**config.mk**
```make
export PLATFORM = sky130hd
export DESIGN_NAME = alu_sequencer
export DESIGN_NICKNAME = d
export VERILOG_FILES = /design/src/rtl/alu_sequencer.sv
export SDC_FILE = /design/constraint.sdc
export NUM_CORES = 1
export LEC_CHECK = 0
export CORE_AREA = 2 2 84 86
export DETAILED_ROUTE_END_ITERATION = 12
export DIE_AREA = 0 0 86 88
export HOLD_SLACK_MARGIN = 0.1
export PLACE_DENSITY = 0.83
export SLEW_MARGIN = 10
export SYNTH_ARGS = -nofsm -noshare
export SYNTH_HDL_FRONTEND = slang
export SYNTH_SLANG_ARGS = --single-unit
```
**constraint.sdc**
```tcl
create_clock -name iClk -period 3.96 [get_ports iClk]
set_input_delay 0.594 -clock iClk [delete_from_list [all_inputs] [get_ports iClk]]
set_output_delay 0.594 -clock iClk [all_outputs]
set_load 0.005 [all_outputs]
```
**src/rtl/alu_sequencer.sv**
```systemverilog
// Hardwired control sequencer for ALU register/immediate instructions.
// Fetches into IR, decodes, and steps the Datapath through T0..T5 with registered Moore outputs.
module alu_sequencer #(
  parameter int unsigned IMM_W    = 19,
  parameter int unsigned FETCH_TO = 15
) (
  input  logic        iClk,
  input  logic        iRst,
  input  logic        iRun,
  input  logic [31:0] iMemData,
  input  logic        iMemRdy,
  output logic [31:0] oIR,
  output logic        oPC_en,
  output logic        oPC_jmp,
  output logic        oMUX_MAP,
  output logic [3:0]  oRF_AddrA,
  output logic [3:0]  oRF_AddrB,
  output logic [3:0]  oRF_AddrC,
  output logic        oRF_Write,
  output logic        oRWB_en,
  output logic        oRA_en,
  output logic        oRB_en,
  output logic        oRZH_en,
  output logic        oRZL_en,
  output logic [3:0]  oALU_Ctrl,
  output logic        oMUX_BIS,
  output logic        oMUX_RZHS,
  output logic        oMUX_ASS,
  output logic        oMUX_WBM,
  output logic        oMUX_WBP,
  output logic [31:0] oImm32,
  output logic        oBusy,
  output logic        oDone,
  output logic        oIllegal
);

  localparam int unsigned DATA_W = 32;
  localparam int unsigned CNT_W  = $clog2(FETCH_TO + 1);

  localparam logic [4:0] OP_ADD  = 5'd3;
  localparam logic [4:0] OP_SUB  = 5'd4;
  localparam logic [4:0] OP_AND  = 5'd5;
  localparam logic [4:0] OP_OR   = 5'd6;
  localparam logic [4:0] OP_SHR  = 5'd7;
  localparam logic [4:0] OP_SHL  = 5'd8;
  localparam logic [4:0] OP_ROR  = 5'd9;
  localparam logic [4:0] OP_ROL  = 5'd10;
  localparam logic [4:0] OP_ADDI = 5'd11;
  localparam logic [4:0] OP_ANDI = 5'd12;
  localparam logic [4:0] OP_ORI  = 5'd13;
  localparam logic [4:0] OP_NEG  = 5'd16;
  localparam logic [4:0] OP_NOT  = 5'd17;

  localparam logic [3:0] CTRL_ALU_ADD = 4'd0;
  localparam logic [3:0] CTRL_ALU_SUB = 4'd1;
  localparam logic [3:0] CTRL_ALU_AND = 4'd2;
  localparam logic [3:0] CTRL_ALU_OR  = 4'd3;
  localparam logic [3:0] CTRL_ALU_SHR = 4'd4;
  localparam logic [3:0] CTRL_ALU_SHL = 4'd5;
  localparam logic [3:0] CTRL_ALU_ROR = 4'd6;
  localparam logic [3:0] CTRL_ALU_ROL = 4'd7;
  localparam logic [3:0] CTRL_ALU_NEG = 4'd8;
  localparam logic [3:0] CTRL_ALU_NOT = 4'd9;

  typedef enum logic [2:0] {
    S_IDLE, S_T0, S_T1, S_T2, S_T3, S_T4, S_T5
  } state_t;

  typedef struct packed {
    logic       pc_en;
    logic       pc_jmp;
    logic       mux_map;
    logic [3:0] addr_a;
    logic [3:0] addr_b;
    logic [3:0] addr_c;
    logic       rf_write;
    logic       rwb_en;
    logic       ra_en;
    logic       rb_en;
    logic       rzh_en;
    logic       rzl_en;
    logic [3:0] alu_ctrl;
    logic       mux_bis;
    logic       mux_rzhs;
    logic       mux_ass;
    logic       mux_wbm;
    logic       mux_wbp;
    logic       busy;
    logic       done;
  } ctrl_t;

  function automatic logic op_supported(input logic [4:0] op);
    case (op)
      OP_ADD, OP_SUB, OP_AND, OP_OR, OP_SHR, OP_SHL, OP_ROR, OP_ROL,
      OP_ADDI, OP_ANDI, OP_ORI, OP_NEG, OP_NOT: op_supported = 1'b1;
      default:                                  op_supported = 1'b0;
    endcase
  endfunction

  function automatic logic op_is_imm(input logic [4:0] op);
    op_is_imm = (op == OP_ADDI) || (op == OP_ANDI) || (op == OP_ORI);
  endfunction

  function automatic logic [3:0] op_alu(input logic [4:0] op);
    case (op)
      OP_ADD, OP_ADDI: op_alu = CTRL_ALU_ADD;
      OP_SUB:          op_alu = CTRL_ALU_SUB;
      OP_AND, OP_ANDI: op_alu = CTRL_ALU_AND;
      OP_OR, OP_ORI:   op_alu = CTRL_ALU_OR;
      OP_SHR:          op_alu = CTRL_ALU_SHR;
      OP_SHL:          op_alu = CTRL_ALU_SHL;
      OP_ROR:          op_alu = CTRL_ALU_ROR;
      OP_ROL:          op_alu = CTRL_ALU_ROL;
      OP_NEG:          op_alu = CTRL_ALU_NEG;
      OP_NOT:          op_alu = CTRL_ALU_NOT;
      default:         op_alu = CTRL_ALU_ADD;
    endcase
  endfunction

  state_t              state_q, state_d;
  logic [DATA_W-1:0]   ir_q, ir_d;
  logic [DATA_W-1:0]   imm_q, imm_d;
  logic [CNT_W-1:0]    cnt_q, cnt_d;
  logic                illegal_q, illegal_d;
  ctrl_t               ctrl_q, ctrl_d;

  logic [4:0] op_d;
  logic [3:0] ra_d, rb_d, rc_d;

  assign op_d  = ir_d[31:27];
  assign ra_d  = ir_d[26:23];
  assign rb_d  = ir_d[22:19];
  assign rc_d  = ir_d[18:15];
  assign imm_d = {{(DATA_W - IMM_W){ir_d[IMM_W-1]}}, ir_d[IMM_W-1:0]};

  // Sequencing, fetch timeout and sticky illegal flag
  always_comb begin
    state_d   = state_q;
    ir_d      = ir_q;
    cnt_d     = cnt_q;
    illegal_d = illegal_q;
    case (state_q)
      S_IDLE: begin
        if (iRun) begin
          state_d = S_T0;
          cnt_d   = '0;
        end
      end
      S_T0: begin
        if (iMemRdy) begin
          ir_d    = iMemData;
          state_d = S_T1;
          cnt_d   = '0;
        end else if (cnt_q == CNT_W'(FETCH_TO - 1)) begin
          illegal_d = 1'b1;
          state_d   = S_IDLE;
          cnt_d     = '0;
        end else begin
          cnt_d = cnt_q + CNT_W'(1);
        end
      end
      S_T1: begin
        if (op_supported(ir_q[31:27])) begin
          state_d = S_T2;
        end else begin
          illegal_d = 1'b1;
          state_d   = S_IDLE;
        end
      end
      S_T2: state_d = S_T3;
      S_T3: state_d = S_T4;
      S_T4: state_d = S_T5;
      S_T5: begin
        if (iRun) begin
          state_d = S_T0;
          cnt_d   = '0;
        end else begin
          state_d = S_IDLE;
        end
      end
      default: state_d = S_IDLE;
    endcase
  end

  // Moore outputs decoded from the upcoming state/IR so they register in step with it
  always_comb begin
    ctrl_d      = '0;
    ctrl_d.busy = (state_d != S_IDLE);
    case (state_d)
      S_T0: ctrl_d.mux_map = 1'b1;
      S_T1: begin
        ctrl_d.pc_en  = 1'b1;
        ctrl_d.pc_jmp = 1'b1;
      end
      S_T2: begin
        ctrl_d.addr_a  = rb_d;
        ctrl_d.addr_b  = rc_d;
        ctrl_d.ra_en   = 1'b1;
        ctrl_d.rb_en   = 1'b1;
        ctrl_d.mux_bis = op_is_imm(op_d);
      end
      S_T3: begin
        ctrl_d.mux_bis  = op_is_imm(op_d);
        ctrl_d.alu_ctrl = op_alu(op_d);
        ctrl_d.rzh_en   = 1'b1;
        ctrl_d.rzl_en   = 1'b1;
      end
      S_T4: begin
        ctrl_d.mux_bis  = op_is_imm(op_d);
        ctrl_d.alu_ctrl = op_alu(op_d);
        ctrl_d.rwb_en   = 1'b1;
      end
      S_T5: begin
        ctrl_d.mux_bis  = op_is_imm(op_d);
        ctrl_d.alu_ctrl = op_alu(op_d);
        ctrl_d.addr_c   = ra_d;
        ctrl_d.rf_write = 1'b1;
        ctrl_d.done     = 1'b1;
      end
      default: ;
    endcase
  end

  always_ff @(posedge iClk) begin
    if (iRst) begin
      state_q   <= S_IDLE;
      ir_q      <= '0;
      imm_q     <= '0;
      cnt_q     <= '0;
      illegal_q <= 1'b0;
      ctrl_q    <= '0;
    end else begin
      state_q   <= state_d;
      ir_q      <= ir_d;
      imm_q     <= imm_d;
      cnt_q     <= cnt_d;
      illegal_q <= illegal_d;
      ctrl_q    <= ctrl_d;
    end
  end

  assign oIR       = ir_q;
  assign oImm32    = imm_q;
  assign oIllegal  = illegal_q;
  assign oPC_en    = ctrl_q.pc_en;
  assign oPC_jmp   = ctrl_q.pc_jmp;
  assign oMUX_MAP  = ctrl_q.mux_map;
  assign oRF_AddrA = ctrl_q.addr_a;
  assign oRF_AddrB = ctrl_q.addr_b;
  assign oRF_AddrC = ctrl_q.addr_c;
  assign oRF_Write = ctrl_q.rf_write;
  assign oRWB_en   = ctrl_q.rwb_en;
  assign oRA_en    = ctrl_q.ra_en;
  assign oRB_en    = ctrl_q.rb_en;
  assign oRZH_en   = ctrl_q.rzh_en;
  assign oRZL_en   = ctrl_q.rzl_en;
  assign oALU_Ctrl = ctrl_q.alu_ctrl;
  assign oMUX_BIS  = ctrl_q.mux_bis;
  assign oMUX_RZHS = ctrl_q.mux_rzhs;
  assign oMUX_ASS  = ctrl_q.mux_ass;
  assign oMUX_WBM  = ctrl_q.mux_wbm;
  assign oMUX_WBP  = ctrl_q.mux_wbp;
  assign oBusy     = ctrl_q.busy;
  assign oDone     = ctrl_q.done;

endmodule

```
Word-level counts from Yosys, hierarchy flattened
Memories as Yosys holds them, arrays and structs flattened. A register that Yosys moved wholly into a read port is not among the register bits.
Cells that the tools add are included.
{"block": "word_totals", "ff_bits": 91, "mem_count": 4, "romBits": 416, "inputBits": 36, "output_inout_bits": 97, "elab_cells": 92, "latch_bits": 0, "ram_bits": 0}
{"name": "(name not given)", "depth": 32, "word_bits": 4, "read_ports": 1, "rd_ports_with_merged_regs": 0, "write_ports": 0, "line": "105", "text": "case (op)"}
{"name": "(name not given)", "depth": 32, "word_bits": 4, "read_ports": 1, "rd_ports_with_merged_regs": 0, "write_ports": 0, "line": "105"}
{"name": "(name not given)", "depth": 32, "word_bits": 4, "read_ports": 1, "rd_ports_with_merged_regs": 0, "write_ports": 0, "line": "105"}
{"name": "(name not given)", "depth": 32, "word_bits": 1, "read_ports": 1, "rd_ports_with_merged_regs": 1, "write_ports": 0, "line": "93", "text": "case (op)"}
{"block": "classes", "shifts": 0, "n_lt_le_gt_ge": 0, "bitwise_logic": 3, "add_sub_neg": 1, "eq_ne": 20, "mux": 26, "n_div": 0, "n_reduce_logical": 13, "multipliers": 0}
{"cell": "32-bit two-way mux", "n": 2}
{"cell": "3-bit case mux with 7 select lines", "n": 1}
{"cell": "3-bit equality test, second input constant", "n": 6}
{"cell": "5-bit by 4-bit equality test with 1-bit output, second input constant", "n": 3}
{"cell": "3-bit by 2-bit equality test with 1-bit output, second input constant", "n": 4}
{"cell": "4-bit two-way mux", "n": 3}
{"cell": "4-bit case mux with 3 select lines", "n": 1}
{"cell": "1-bit two-way mux", "n": 9}
{"cell": "3-bit two-way mux", "n": 3}
{"cell": "2-bit two-way mux", "n": 4}
{"cell": "4-bit case mux with 2 select lines", "n": 1}
{"cell": "2-bit OR reduction", "n": 4}
{"cell": "3-bit by 1-bit equality test with 1-bit output, second input constant", "n": 2}
{"cell": "2-bit != test, second input constant", "n": 3}
{"cell": "5-bit two-way mux", "n": 1}
{"cell": "4-bit by 1-bit adder with 4-bit output, second input constant", "n": 1}
{"cell": "4-bit equality test, second input constant", "n": 1}
{"cell": "4-bit AND reduction", "n": 1}
{"cell": "2-bit nonzero test", "n": 2}
{"cell": "4-bit OR reduction", "n": 1}
{"cell": "3-bit zero test", "n": 1}
{"cell": "1-bit NOT", "n": 3}
{"cell": "3-bit nonzero test", "n": 1}
{"cell": "1-bit logical OR", "n": 2}
{"cell": "other kinds (3)", "n": 3}

Logic depth before layout (Yosys ltp)
Gate-level depths: netlist of run 1.
{"block": "depth", "ltp_word": 8, "mapped_depth": 9}

Least setup slack after synthesis of run 1
No wires, ideal clock.
{"block": "synth_path", "path_kind": "in2reg", "start": "in iMemRdy", "end": "reg ctrl_q, in the netlist oMUX_BIS", "path_stages": 8, "t_arrival_ns": 1.922, "path_slack_ns": 1.920, "path_buffers": 1, "required_time_ns": 3.842, "path_cell_list": "and4bb_1 -> buf_4 -> mux2i_1 -> inv_1 -> ha_1 -> nor2_1 -> nor2_1 -> o2111a_1"}
{"element": "from (decl)", "line": "11", "text": "input logic iMemRdy,"}
{"element": "32-bit two-way mux *", "line": "150", "text": "if (iMemRdy) begin"}
{"element": "32-bit two-way mux *", "line": "142", "text": "case (state_q)"}
{"element": "net ir_d[27]", "line": "121", "text": "logic [DATA_W-1:0] ir_q, ir_d;"}
{"element": "5-bit by 4-bit equality test with 1-bit output", "line": "101", "text": "op_is_imm = (op == OP_ADDI) || (op == OP_ANDI) || (op == OP_ORI);"}
{"element": "1-bit logical OR", "line": "101"}
{"element": "1-bit logical OR *", "line": "101"}
{"element": "to (signal assigned)", "line": "238", "text": "ctrl_q <= ctrl_d;"}
{"element": "to (decl)", "line": "125", "text": "ctrl_t ctrl_q, ctrl_d;"}
The timed path passes the listed nets; every way through them passes the cells marked *.
A chain may end at the register's enable or synchronous reset.

Worst setup path in the final report of run 1
Ends and elaborated chain as after synthesis.

==> results summary, run 1 <==
The flow ran to the end, and the final reports show no timing, DRC or antenna violations. Summed over all nets, the half-perimeter wirelength after detailed placement is 4.97 mm. The clock sink count came out at 65. The area enclosed by the die boundary is about 0.0076 sq mm. The final worst hold slack came out at around 0.47 ns. The global-route congestion overflow total is 0. The number of instances in the synthesized netlist came out at 326. The routed layout has 2457 vias. The number of clock buffers inserted by TritonCTS is 9. The average wire per standard cell came out at 14.0 um. Setup violations remaining at the end of the flow were counted as 0.

The highest clock frequency the design can meet is 408 MHz. The most critical setup path has its startpoint at iMemRdy. Entering global routing, the biggest net connects a little under 50 pins.

The global-route total usage across every layer is 18.0%. The setup path with the least slack is of type in2reg. The share of cells above drive strength 1 is 6.02%. The period utilization is 61.8%. Setup repair after global routing left no endpoint under its margin. In this run the power density over the cells is approximately 370 mW/mm^2.

The share of Yosys cell area claimed by the top area cell type came out at 45.3%. The core area came out at ~0.0066 sq mm. The mean cell area of the mapped netlist is 8.81 sq um. In this run, synthesis produced a sequential element count of between 60 and 70. The final estimated routing congestion in global placement is between 0.9 and 1. From synthesis to final layout, the design area changed by 42.8%.

After the first detailed-routing iteration, the DRC count stood at 152. The number of detailed-route iterations in the first pass is 4. Across the run, the number of max-cap violations was 0. In this run the vertical extent of the chip is 88 um. The cell depth of the worst flop-to-flop path is 6.

The number of DRC violations after detailed routing is 0. The post-route setup TNS came out at 0 ns. The number of nets with antenna violations after routing is 0. The required arrival time at the worst endpoint came out at 4.18 ns. The initial utilization of the core area, before any placement, comes to 43.2%. The maximum fanout count along the critical path is 7. The library cells used most frequently in the layout, excluding fill and tap cells, are sky130_fd_sc_hd__clkdlybuf4s50_1, sky130_fd_sc_hd__dfxtp_1, sky130_fd_sc_hd__nand2_1, sky130_fd_sc_hd__nor2_1, sky130_fd_sc_hd__a21oi_1. The final standard cell area without fillers came out at between 0.004 and 0.005 sq mm. The root buffer cell is sky130_fd_sc_hd__clkbuf_8.

No sink is reached through more buffers than the 2 on the longest clock path. The row count came out at 30. Of all cell types, the one taking the most synthesized area is sky130_fd_sc_hd__dfxtp_1. The cell depth of the worst min-delay path is 2. The synthesized netlist contains 45 unique library cells.

The count of buffers added by post-CTS timing repair for setup is 0. The number of global-route vias before repair came out at approximately 2200. The combined area of all synthesized cells came out at 0.00287 sq mm.

The register clock-pin slew on the reported worst setup and hold paths came out at about 0.07 ns. The maximum level of the CTS H-tree is 3. The total of cells resized after clock tree synthesis came out at 0. The wire length after detailed routing is 6.92 mm. The total inserted antenna cells is 0. The final period demand of the worst path came out at 2.45 ns. In the post-route analysis, the smallest setup slack over all paths is 1.51 ns.

The startpoint identified for the worst register-to-register timing path is state_q[2]. The endpoint arrival time on the critical path came out at 2.67 ns. The most frequent standard cell in the layout excluding fill and tap cells is sky130_fd_sc_hd__clkdlybuf4s50_1. The number of slew-limit violations in the final report came out at 0. STA classifies the critical path endpoint as a flop. The first-pass GRT wire length came out at 10.6 mm. The worst supply voltage drop on vdd is ~0.19 mV.

The clock insertion delay at the later pin of the skew report came out at 0.33 ns. The setup slack of the worst register-to-register path is between 1.5 and 2 ns. The die is 86 um wide. The CTS tree is yes. The slew of the pin with the lowest slew margin came out at between 0.8 and 0.9 ns. 133 I/O pins were placed. At the end of the flow, the number of nets in the layout was 452. The initial antenna violation count was 0. The startpoint of the tightest hold check path is oIR[26].

The number of hold buffers added after CTS came out at 0. The endpoint identified for the worst register-to-register timing path is oMUX_BIS. The count of input and output buffers is 128. The kind of start point of the critical path is an input port. The worst min-delay path class is reg2reg. The worst setup skew after layout came out at about 0.0074 ns.

By area the synthesized netlist is led by sky130_fd_sc_hd__dfxtp_1, sky130_fd_sc_hd__buf_4, sky130_fd_sc_hd__nand2_1. The leakage power of the design came out at around 1.5 nW. Dividing the detail-routed via count by the number of cells gives 4.96. Summing all placed instances gives a cell area of 0.00388 sq mm. The headroom to the max-slew limit came out at between 40 and 50%. The final hold violation count was 0. The pre-CTS setup slack came out at 1.19 ns. The path with the worst hold slack has its endpoint at oIR[26]. Summing the sequential cell areas from Yosys gives 45.3% of the chip area. For this run, the number of Yosys warnings is 0.
[routing by layer]
metal / track usage [%] / share of wire (%) / vias to the layer above
met5: 0 / 0 / -
met4: 5.34 / 0.56 / 0
met3: 5.37 / 5.6 / 2
met2: 30.9 / 53 / 88
met1: 22.0 / 41 / 1154
li1: - / - / 1213
[kinds of logic after synthesis]
group | count (synthesis) | share of synthesized area [%]
xor gates and xnor gates | 3 | 0.915
muxes | 15 | 5.71
adders and majority gates | 6 | 2.61
and+or+nand+nor | 118 | 19.7
other | 1 | 0.131
buffers and inverters | 67 | 14.6
DFF | 65 | 45.3
AOI/OAI and AO/OA | 51 | 11.0
[worst max-delay path by stage]
stage / endpoint
detailed placement: oMUX_BIS
floorplan: oMUX_BIS
CTS: oMUX_BIS
global route: oMUX_BIS
global placement: flop
finish: oMUX_BIS
[cell usage after synthesis (all sizes together)]
master / n
conb: 1
mux2i: 14
nor4b: 3
o32ai: 1
clkbuf: 10
a21o: 2
o211ai: 2
nand4: 1
nand3: 2
mux2: 1
nor3: 4
a21oi: 26
a31oi: 1
nor2: 36
o2111ai: 1
nand4bb: 1
dfxtp: 65
and4bb: 1
nand2: 47
inv: 7
xor2: 1
nor4: 1
a311oi: 2
ha: 6
o32a: 1
xnor2: 2
buf: 50
nor3b: 5
nand2b: 4
or3: 1
a22oi: 1
nor2b: 1
or3b: 2
o21ai: 6
and3b: 1
nand3b: 3
a211o: 2
o2111a: 1
and2: 5
o22a: 1
a211oi: 4
[worst max-delay path: stages]
cell and delay [ns]:
sky130_fd_sc_hd__clkdlybuf4s50_1 0.60, sky130_fd_sc_hd__and4bb_2 0.34, sky130_fd_sc_hd__mux2i_1 0.41, sky130_fd_sc_hd__inv_1 0.14, sky130_fd_sc_hd__ha_1 0.21, sky130_fd_sc_hd__and2_1 0.13, sky130_fd_sc_hd__o2111a_1 0.23
[power by group]
| part | total [W] | leakage [nW] | switching [W] | internal [W] |
|---|---|---|---|---|
| combinational | 0.000203 | 0.883 | 0.0000855 | 0.000117 |
| sequential | 0.000695 | 0.527 | 0.0000208 | 0.000675 |
| clock | 0.000608 | 0.109 | 0.000254 | 0.000354 |
| total | 0.00151 | 1.52 | 0.000360 | 0.00115 |
[layout make-up]
type | count | area [sq um]
Tap cell | 80 | 100
Timing Repair Buffer | 130 | 1290
Sequential cell | 65 | 1300
Clock buffer | 9 | 124
Fill cell | 568 | 2540
Clock inverter | 7 | 95.1
Inverter | 7 | 26.3
Multi-Input combinational cell | 197 | 1160
[state kept, by name, summed over array words and instances, names as in the netlist, 3 cells and up, named ones only]
signal and flops:
oRF_AddrB 4, oRF_AddrC 4, oRF_AddrA 4, state_q 3, oIR 32, cnt_q 4, oALU_Ctrl 4
[through the flow]
stage / util, % / std cells / total power, W
detailed placement: 58.4 / 479 / 0.000913
CTS: 61.7 / 495 / 0.00152
finish: 61.7 / 495 / 0.00151
global placement: 58.4 / 479 / 0.000908
global route: 61.7 / 495 / 0.00158
floorplan: - / 329 / 0.000819
Note: power is estimated with default switching activity, not from simulation.
==> run 2, diff against run 1 <==
--- a/config.mk
+++ b/config.mk
@@ -5,11 +5,11 @@
 export SDC_FILE = /design/constraint.sdc
 export NUM_CORES = 1
 export LEC_CHECK = 0
-export CORE_AREA = 2 2 84 86
+export CORE_AREA = 2 2 87 89
 export DETAILED_ROUTE_END_ITERATION = 12
-export DIE_AREA = 0 0 86 88
+export DIE_AREA = 0 0 89 91
 export HOLD_SLACK_MARGIN = 0.1
-export PLACE_DENSITY = 0.83
+export PLACE_DENSITY = 0.78
 export SLEW_MARGIN = 10
 export SYNTH_ARGS = -nofsm -noshare
 export SYNTH_HDL_FRONTEND = slang
==> constraint.sdc (replaced) <==
create_clock -name iClk -period 2.4 [get_ports iClk]
set_input_delay 0.36 -clock iClk [delete_from_list [all_inputs] [get_ports iClk]]
set_output_delay 0.36 -clock iClk [all_outputs]
set_load 0.005 [all_outputs]
==> run 2 against run 1 <==
Hold slack barely moved. Largest cell class is now non-clock buffers. Sequential power is 65% higher. Largest power group unchanged. Design area rose by 2.3%. Wire length increased by 5.3%.
==> results summary, run 2 (synthesis results as in run 1) <==
Cell internal power was estimated by the tool at 0.00193 W. The clock insertion delay at the later pin of the skew report came out at 0.34 ns. The final worst-path setup slack came out at 0.418 ns. The leakage power of the design came out at 1.56 nW. CTS saw 65 sinks. The area enclosed by the die boundary is 0.00810 sq mm. The total of cells resized after clock tree synthesis is 0. The number of nets in the layout came out at between 400 and 500. For this run, the detailed router's first-pass iteration total came to 4. The fraction of power consumed by sequential logic came out at 45.0%. The largest stage delay on the critical path came out at approximately 0.52 ns.

The initial antenna violation count came out at 0. The library cells used most frequently in the layout, excluding fill and tap cells, are sky130_fd_sc_hd__clkdlybuf4s50_1, sky130_fd_sc_hd__dfxtp_1, sky130_fd_sc_hd__nand2_1, sky130_fd_sc_hd__nor2_1, sky130_fd_sc_hd__a21oi_1. The via-per-instance ratio came out at 4.85.

The period utilization came out at 82.6%. The synthesis-to-finish area growth came out at 46.0%. The number of global-route vias before repair is 2404. The cell area after placement is 0.00397 sq mm. In this run, CTS created clock tree buffers numbering 9.

The cell occurring most often along the worst timing path is sky130_fd_sc_hd__nor2_1. The final hold violation count is 0. Leaving out fill and tap cells, the most frequent cell in the layout is sky130_fd_sc_hd__clkdlybuf4s50_1. The largest individual stage delay along the critical path comes from the cell sky130_fd_sc_hd__dfxtp_1. The global-route total usage across every layer came out at approximately 18%.

The CTS tree is yes. The share of total power dissipated in combinational logic is between 10% and 20%. Before CTS, the worst setup slack after placement is 0.109 ns. The row count is 31.

The maximum fanout count along the critical path came out at 11. The register clock-pin slew on the reported worst setup and hold paths is 0.07 ns. The global-route congestion overflow total came out at 0. The final standard cell area without fillers came out at approximately 0.0042 sq mm. Dividing the detail-routed wire length by the instance count gives between 10 and 15 um. After filler insertion, the fill cell instance count of the layout stands at 653. For this design the top-level I/O count stands at 133. Timing would allow up to approximately 500 MHz. The die is 91 um tall. Of the cells placed in the final design, the portion with a size suffix greater than 1 is around 7.8%. The tightest min-delay check is of the reg2reg type. STA classifies the critical path endpoint as a flop. The required arrival time at the worst endpoint is between 2 and 3 ns.

The detail route stage leaves a number of antenna-violating nets equal to 0. The count of buffers added by post-CTS timing repair for setup is 0. The number of flip-flops under the largest register name came out at 32. The clock network fraction of design power came out at between 40 and 50%. The top cell family by delay on the critical path is simple AND/OR/NAND/NOR gates. Setup repair after global routing left no endpoint under its margin. The total area inside the core boundary comes to approximately 0.0071 sq mm. The endpoint arrival time on the critical path is approximately 2.2 ns.

The first routing iteration left 114 violations. The final period demand of the worst path came out at 1.98 ns. The buffers plus inverters on the worst setup path is 1. The effective utilization at floorplan is between 40 and 50%. The switching share of total power came out at 24.2%. In this run the clock root is driven by a sky130_fd_sc_hd__clkbuf_8. The maximum level of the CTS H-tree is 3. The worst supply voltage drop on vdd came out at 0.270 mV.

The flow ran to the end, and the final reports show no timing, DRC or antenna violations. The net switching component of the power is roughly 0.00062 W. The number of hold buffers added after CTS is 0. The worst setup skew after layout is between 0.006 and 0.007 ns. Max-cap violations in this run came to 0.

For this block, the via count after detailed routing is 2530. Once layout is complete, the utilization of the core stands at between 50% and 60%. The final estimated routing congestion in global placement came out at 0.787. The power density over the cells is 608 mW/mm^2. The buffer levels on the longest clock path came out at 2.

The kind of start point of the critical path is a flop. The first-pass GRT wire length is 11.6 mm. The number of antenna diodes in the final layout is 0. Traced cell by cell, the critical path runs through and4bb_2 -> mux2i_1 -> inv_1 -> ha_1 -> nor2_1 -> nor2_1 -> o2111a_1. The count of input and output buffers is about 130. After routing, the total negative slack on setup checks comes to 0 ns. The pin count of the biggest net entering global routing is 32.

The number of setup violations in the final report came out at 0. The slew of the pin with the lowest slew margin came out at 0.605 ns. The width of the die came out at ~90 um. The headroom to the max-slew limit is between 50% and 60%. The number of slew-limit violations in the final report came to 0. The detailed-placement wirelength estimate came out at between 5 and 6 mm. The number of DRC violations after detailed routing came out at 0.

The setup path with the least slack is of type reg2reg. The wire length after detailed routing came out at 7.28 mm.
==> run 2: power groups by stage <==
stage | sequential [W] | clock (W) | combinational [W]
detailed placement | 0.00117 | 0 | 0.000352
global route | 0.00115 | 0.00113 | 0.000384
floorplan | 0.00116 | 0 | 0.000190
finish | 0.00115 | 0.00105 | 0.000352
global placement | 0.00117 | 0 | 0.000343
CTS | 0.00115 | 0.00107 | 0.000354
==> run 2: through the flow <==
step	hold slack, ns	total power, W	instances
after floorplan	0.460	0.00135	329
after global placement	0.446	0.00151	506
after detailed placement	0.460	0.00152	506
after CTS	0.475	0.00257	522
after global routing	0.499	0.00266	522
final	0.471	0.00255	522
==> run 2: final timing paths <==
kind / slack (ns) / from / depth (start not counted) / to
worst min register to register: 0.47 / oIR[24] / 2 / oIR[24]
worst max register to register: 0.42 / state_q[0] / 7 / oMUX_BIS
worst min-delay path: 0.47 / oIR[24] / 2 / oIR[24]
worst max-delay path: 0.42 / state_q[0] / 7 / oMUX_BIS
==> run 2: cell type report <==
cell class | instances | area, sq um | area share, %
clock buffer | 10 | 138 | 3.28
timing repair buffer | 138 | 1350 | 32.2
multi-input combinational | 197 | 1160 | 27.7
clock inverter | 6 | 90.1 | 2.15
sequential | 65 | 1300 | 31.0
tap | 99 | 124 | 2.95
inverter | 7 | 26.3 | 0.627
==> run 2: layer usage <==
layer / wire (um) / part of all wire (%) / vias up / global-route usage [%]
li1: - / - / 1227 / -
met1: 2930 / 40 / 1170 / 21.7
met2: 3640 / 50 / 112 / 30.5
met3: 493 / 6.8 / 21 / 4.36
met4: 226 / 3.1 / 0 / 8.96
met5: 0 / 0 / - / 0
==> run 2: worst min-delay path: stages, from the launching register on <==
cell	delay, ns
sky130_fd_sc_hd__dfxtp_1	0.32
sky130_fd_sc_hd__nand2_1	0.05
sky130_fd_sc_hd__a21oi_1	0.05
